### config.mk
export PLATFORM = sky130hd
export DESIGN_NAME = simple_proc_ctrl
export DESIGN_NICKNAME = d
export VERILOG_FILES = /design/src/rtl/simple_proc_ctrl.sv
export SDC_FILE = /design/constraint.sdc
export NUM_CORES = 1
export LEC_CHECK = 0
export CORE_MARGIN = 4
export CORE_UTILIZATION = 35
export CTS_BUF_LIST = sky130_fd_sc_hd__clkbuf_8
export DETAILED_ROUTE_END_ITERATION = 10
export PLACE_DENSITY_LB_ADDON = 0.1
export SLEW_MARGIN = 20
export SYNTH_ARGS = -nofsm -noshare
export SYNTH_HDL_FRONTEND = slang
export SYNTH_SLANG_ARGS = --single-unit
### constraint.sdc
create_clock -name clk -period 2.4 [get_ports clk]
set_clock_uncertainty 0.05 [all_clocks]
set_input_delay 0.48 -clock clk [delete_from_list [all_inputs] [get_ports clk]]
set_output_delay 0.48 -clock clk [all_outputs]
set_load 0.01 [all_outputs]
### src/rtl/simple_proc_ctrl.sv
// Sequencing controller for a 3-bit register machine driving an external combinational ALU.
// Decodes LOAD/MOV/SUB/XOR, holds ALU operands for EXEC_WAIT cycles, then writes back.
//
// state | meaning
// IDLE  | ready for an instruction; ALU outputs parked at 0
// EXEC  | SUB/XOR operands and select held on the ALU, down-counter running
// WB    | destination register written, result_valid pulsed
module simple_proc_ctrl #(
  parameter int EXEC_WAIT = 1
) (
  input  logic       clk,
  input  logic       resetn,
  input  logic [7:0] instr,
  input  logic       instr_valid,
  output logic       instr_ready,
  output logic [2:0] p,
  output logic [2:0] q,
  output logic       addsub,
  output logic       XOR_enable,
  input  logic [2:0] r,
  output logic [2:0] result,
  output logic       result_valid,
  input  logic [1:0] dbg_sel,
  output logic [2:0] dbg_data
);

  typedef enum logic [1:0] {
    IDLE = 2'd0,
    EXEC = 2'd1,
    WB   = 2'd2
  } state_t;

  localparam logic [1:0] OP_LOAD = 2'b00;
  localparam logic [1:0] OP_MOV  = 2'b01;
  localparam logic [1:0] OP_SUB  = 2'b10;
  localparam logic [1:0] OP_XOR  = 2'b11;

  // Counter is loaded with EXEC_WAIT-1 so terminal count 0 marks the last EXEC cycle.
  localparam logic [1:0] CNT_INIT = 2'(EXEC_WAIT - 1);

  state_t     state, state_nxt;
  logic [1:0] cnt, cnt_nxt;
  logic [1:0] op_q, rd_q;
  logic [2:0] imm_q, opa_q, opb_q;
  logic [2:0] regs [4];
  logic [2:0] result_q;
  logic [2:0] wdata;
  logic       alu_on;
  logic       busy;

  always_ff @(posedge clk) begin
    if (!resetn) begin
      state    <= IDLE;
      cnt      <= 2'd0;
      op_q     <= OP_LOAD;
      rd_q     <= 2'd0;
      imm_q    <= 3'd0;
      opa_q    <= 3'd0;
      opb_q    <= 3'd0;
      result_q <= 3'd0;
      for (int i = 0; i < 4; i++) regs[i] <= 3'd0;
    end else begin
      state <= state_nxt;
      cnt   <= cnt_nxt;
      if (state == IDLE && instr_valid) begin
        op_q  <= instr[7:6];
        rd_q  <= instr[5:4];
        imm_q <= instr[2:0];
        opa_q <= regs[instr[3:2]];
        opb_q <= regs[instr[1:0]];
      end
      if (state == WB) begin
        regs[rd_q] <= wdata;
        result_q   <= wdata;
      end
    end
  end

  always_comb begin
    state_nxt = state;
    cnt_nxt   = cnt;
    busy      = 1'b0;
    case (state)
      IDLE: begin
        if (instr_valid) begin
          state_nxt = instr[7] ? EXEC : WB;
          cnt_nxt   = CNT_INIT;
        end
      end
      EXEC: begin
        busy = 1'b1;
        if (cnt == 2'd0) state_nxt = WB;
        else             cnt_nxt   = cnt - 2'd1;
      end
      WB: begin
        busy      = 1'b1;
        state_nxt = IDLE;
      end
      default: state_nxt = IDLE;
    endcase
  end

  always_comb begin
    alu_on     = busy && op_q[1];
    p          = alu_on ? opa_q : 3'd0;
    q          = alu_on ? opb_q : 3'd0;
    addsub     = alu_on && (op_q == OP_SUB);
    XOR_enable = alu_on && (op_q == OP_XOR);
    case (op_q)
      OP_LOAD: wdata = imm_q;
      OP_MOV:  wdata = opa_q;
      default: wdata = r;
    endcase
  end

  // Handshake outputs are masked by resetn so an aborted WB never shows a pulse.
  assign instr_ready  = (state == IDLE) && resetn;
  assign result_valid = (state == WB) && resetn;
  assign result       = result_valid ? wdata : result_q;
  assign dbg_data     = regs[dbg_sel];

endmodule
# ---- After elaboration in Yosys (flattened, before gate mapping)
# Memory sizes are Yosys's and may differ from the RTL's. A register that Yosys moved wholly into a read port is not among the register bits.
# Index checks and enable logic that the tools add are counted.
dict set report classes {
  n_lt_le_gt_ge 0
  n_shift 0
  div_mod_pow 0
  reduce_logical 16
  n_mux 19
  eq_ne 8
  n_addsub 1
  n_bitwise 0
  n_mul 0
}
# cell count
set ops {}
lappend ops {{$mux W2} 6}
lappend ops {{$mux W3} 4}
lappend ops {{$pmux W2 S2} 2}
lappend ops {{$eq A2 B2 Y1 const B} 3}
lappend ops {{$logic_and A1 B1 Y1} 6}
lappend ops {{$logic_not A2 Y1} 3}
lappend ops {{$mux W1} 6}
lappend ops {{$ne A2 B2 Y1 const B} 3}
lappend ops {{$pmux W3 S2} 1}
lappend ops {{$eq A2 B1 Y1 const B} 2}
lappend ops {{$reduce_and A3 Y1} 1}
lappend ops {{$reduce_or A3 Y1} 1}
lappend ops {{$logic_not A1 Y1} 2}
lappend ops {{$reduce_and A2 Y1} 1}
lappend ops {{$reduce_bool A2 Y1} 1}
lappend ops {{$reduce_or A2 Y1} 1}
lappend ops {{$sub A2 B1 Y2 const B} 1}
dict set report totals {
  memories 1
  romBits 0
  output_inout_bits 16
  wordCells 51
  ramBits 12
  latch_bits 0
  regBits 14
}
# name depth width read_ports rd_ports_with_merged_regs wr line
set mem_list {}
lappend mem_list {regs 4 3 3 2 4 45} ;# logic [2:0] regs [4];

# ---- Longest topological paths before layout
dict set report depth {
  depth_word 6
  mapped_depth 6
  ltp_nobuf 6
}

# ---- Worst setup path after synthesis
# No wires, ideal clock.
dict set report synth_path {
  path_type {reg-to-output}
  from {register op_q[0]}
  to {output result[2]}
  path_stages_with_launch 5
  path_slack_ns 0.699
  arrival_ns 1.171
  path_cell_list {dfxtp_1 > mux2_4 > mux2i_4 > nor2_4 > a21o_1}
}
dict set report synth_via {
  elab_chain_cells 3
  word_cells_on_any_way 4
  classes_between {eq/ne: 1; mux: 2; reduce/logical: 1}
}
# element line
set synth_rtl {}
lappend synth_rtl {{from (decl)} 43} ;# logic [1:0] op_q, rd_q;
lappend synth_rtl {{from (signal assigned)} 66} ;# op_q <= instr[7:6];
lappend synth_rtl {{$eq A2 B1 Y1 or $logic_not A2 Y1 (tied branches)} 109} ;# case (op_q)
lappend synth_rtl {{$pmux W3 S2 *} 109}
lappend synth_rtl {{$mux W3 *} 119} ;# assign result = result_valid ? wdata : result_q;
lappend synth_rtl {{to (decl)} 21} ;# output logic [2:0] result,
# Every way passes the cells marked *; elsewhere a longest branch is shown, timed or not.

# ---- Worst setup path in the final report
dict set report layout_path {
  from {input dbg_sel[1]}
  to {output dbg_data[0]}
}
dict set report layout_via {
  elab_chain_cells 1
}
# element line
set layout_rtl {}
lappend layout_rtl {{from (decl)} 23} ;# input logic [1:0] dbg_sel,
lappend layout_rtl {{$mem_v2 Z4 W3} n/a}
lappend layout_rtl {{to (decl)} 24} ;# output logic [2:0] dbg_data
# No other way between the ends.

==> impl_metrics.json <==
{
  "final_nets": 230,
  "max_stage_delay_ps": 520,
  "synth_fa_ha_area_share_pct": 2.924,
  "cp_top_family": "buffers and inverters",
  "drt_iter0_markers": 50,
  "hold_buffers": 0,
  "setup_tns_ps": 0,
  "fin_hold_ws_ps": 410.0,
  "ys_seq_elements": 32,
  "crit_type": "in -> out",
  "crit_buf_inv": 2,
  "dp_cells": 270,
  "synth_xor_area_share_pct": 0,
  "leakagePower_nw": 0.9168,
  "cpMostUsedCell": "clkdlybuf4s50_1",
  "run_status": "finished, final reports clean",
  "crit_arrival_ps": 1790,
  "ys_seq_area_share_pct": 44.44,
  "setup_violations": 0,
  "die-area_um2": 6073,
  "start_util_pct": 36.24,
  "first_global_vias": 1435,
  "crit_chain": "clkdlybuf4s50_1 > mux4_2 > clkdlybuf4s50_1",
  "antenna_found_initial": 0,
  "setup.worst_path.start_class": "input pin",
  "core_area_um2": 4723,
  "vias": 1413,
  "grt_pass1_wl_mm": 6.879,
  "fin_crit_ps": 2323,
  "cts_buffers": 5,
  "fmax_mhz": 430.6,
  "slew_violations": 0,
  "diodes": 0,
  "routed_wl_mm": 4.101,
  "postCtsSetupRepairBufs": 0,
  "multi_input_comb_area_um2": 904.6,
  "cts_buffer_depth": 2,
  "end_kind": "output port",
  "grt_max_degree": 18,
  "area_growth_pct": 31.36,
  "max-vdd-ir-drop_v": 0.0002432,
  "synth_ff_type": "dfxtp_1",
  "synth_compound_area_share_pct": 11.18,
  "io_pins": 32,
  "place_area_um2": 2146,
  "syn-cell-area_um2": 1712,
  "cts-root-buf": "clkbuf_8",
  "insertion_delay_ps": 280,
  "finalHoldViolCount": 0,
  "final_cells": 278,
  "power_density_nw_per_um2": 563.8,
  "yosysWarnings": 0,
  "pre_cts_ws_ps": -199.3,
  "synth_edf_count": 12,
  "synth.area.mux_share_pct": 18.13,
  "synthSimpleGateAreaFrac_pct": 19.30,
  "period_share_pct": 96.77,
  "path_max_fanout": 3,
  "hold_class": "reg -> reg",
  "syn_inst": 169,
  "seqCellArea_um2": 765.7,
  "cts_num_sinks": 32,
  "place_hpwl_mm": 3.195,
  "grt-ovfl-total": 0,
  "rsz0062_at_grt": "no",
  "drive_gt1_share_pct": 16.59,
  "final_area_um2": 2248,
  "syn-num-nets": 189,
  "drt_pass1_iterations": 5,
  "fp.dieH_um": 77.93,
  "worst_slew_pin_slew_ps": 420.0,
  "wl_per_cell_um": 14.75,
  "cts_tree": "built",
  "fp-row-count": 25,
  "numPortBuffers": 31,
  "die_w_um": 77.93,
  "place_congestion": 0.7574,
  "synth_area_per_cell_um2": 10.13,
  "async_flop_share_pct": 0,
  "synth_top_family_by_area": "simple AND/OR/NAND/NOR gates",
  "fill_cells": 460,
  "layout_common_cells": "26 x clkdlybuf4s50_1, 22 x nand2_1, 18 x dfxtp_1",
  "htree_levels": 2,
  "final_common_cell": "clkdlybuf4s50_1",
  "antenna_left": 0,
  "cts.repair.resized": 11,
  "synth.distinct_cells": 37,
  "cp.required_ps": 1870,
  "maxCapViolations": 0,
  "clk_pin_slew_ps": 70,
  "via_per_inst": 5.083,
  "drc": 0,
  "cpMaxStageDelayCell": "clkdlybuf4s50_1",
  "grt_use_total_pct": 14.40,
  "max_slew_margin_pct": 71.91,
  "fin_ws_ps": 77.42
}
kinds of logic (layout without fill, tap and decap cells):
logic type,after synthesis,in the layout
flops,32,32
mux,22,22
simple gates,68,68
compound gates,28,28
buf+inv,15,57
fa+ha+maj,4,4
per-stage QoR:
| stage | util (%) | power, W |
|---|---|---|
| 4_1_cts | 47.39 | 0.001273 |
| 2_1_floorplan | - | 0.0007733 |
| 5_1_grt | 47.60 | 0.001334 |
| 3_3_place_gp | 45.43 | 0.0008796 |
| 6_report | 47.60 | 0.001268 |
| 3_5_place_dp | 45.43 | 0.0008856 |
final timing paths:
path,from,endpoint,slack [ps],depth (start not counted)
setup reg to reg,state[0],regs[2][0],630,8
setup / recovery,dbg_sel[1],dbg_data[0],80,3
hold reg to reg,imm_q[1],imm_q[1],410,2
hold / removal,imm_q[1],imm_q[1],410,2
worst register-to-register path: cells and delay by family (launching register included):
family        cells  cell delay, ps
buf+inv           4             450
simple gates      3             400
flops             1             330
fa+ha+maj         1             260
final cells by class:
| cell class | count | area share [%] |
|---|---|---|
| Inverter | 7 | 1.169 |
| Clock inverter | 3 | 0.5565 |
| Multi-Input combinational cell | 122 | 40.23 |
| Timing Repair Buffer | 42 | 17.20 |
| Clock buffer | 5 | 3.061 |
| Tap cell | 67 | 3.728 |
| Sequential cell | 32 | 34.06 |
power breakdown:
group,internal [W],leakage [nW],switching [W]
sequential,0.000595,0.289,0.0000293
combinational,0.000131,0.578,0.000125
clock,0.000195,0.0505,0.000193
total,0.000921,0.917,0.000347
cell usage after synthesis (all sizes together), types with 2 or more instances:
library cell / n / share of area (%)
mux4: 3 / 3.9
mux2i: 16 / 12
buf: 5 / 1.8
inv: 7 / 1.5
a31o: 3 / 1.5
nand2: 23 / 5.2
a21oi: 10 / 2.9
o221ai: 6 / 3.1
clkbuf: 3 / 0.66
and2: 3 / 1.1
a21o: 3 / 1.3
ha: 4 / 2.9
o21ai: 2 / 0.58
nor2: 17 / 4.5
or3: 3 / 1.1
and3: 8 / 3.0
edfxtp: 12 / 21
mux2: 3 / 2.6
nand3: 9 / 2.6
dfxtp: 20 / 23
nand2b: 2 / 0.73
per-layer routing:
layer / vias up / wire length (µm) / part of all wire (%) / GRT usage, %
met2: 42 / 2045 / 50 / 23.20
met3: 2 / 249 / 6.1 / 4.292
li1: 690 / - / - / -
met4: 0 / 15 / 0.37 / 4.895
met5: - / 0 / 0 / 0
met1: 679 / 1790 / 44 / 18.36
state kept, by name, indices dropped and copies added, names as in the netlist:
register  count
regs         12
imm_q         3
opa_q         3
opb_q         3
result_q      3
cnt           2
op_q          2
rd_q          2
state         2
No activity file was read; power rests on OpenSTA's default activity.
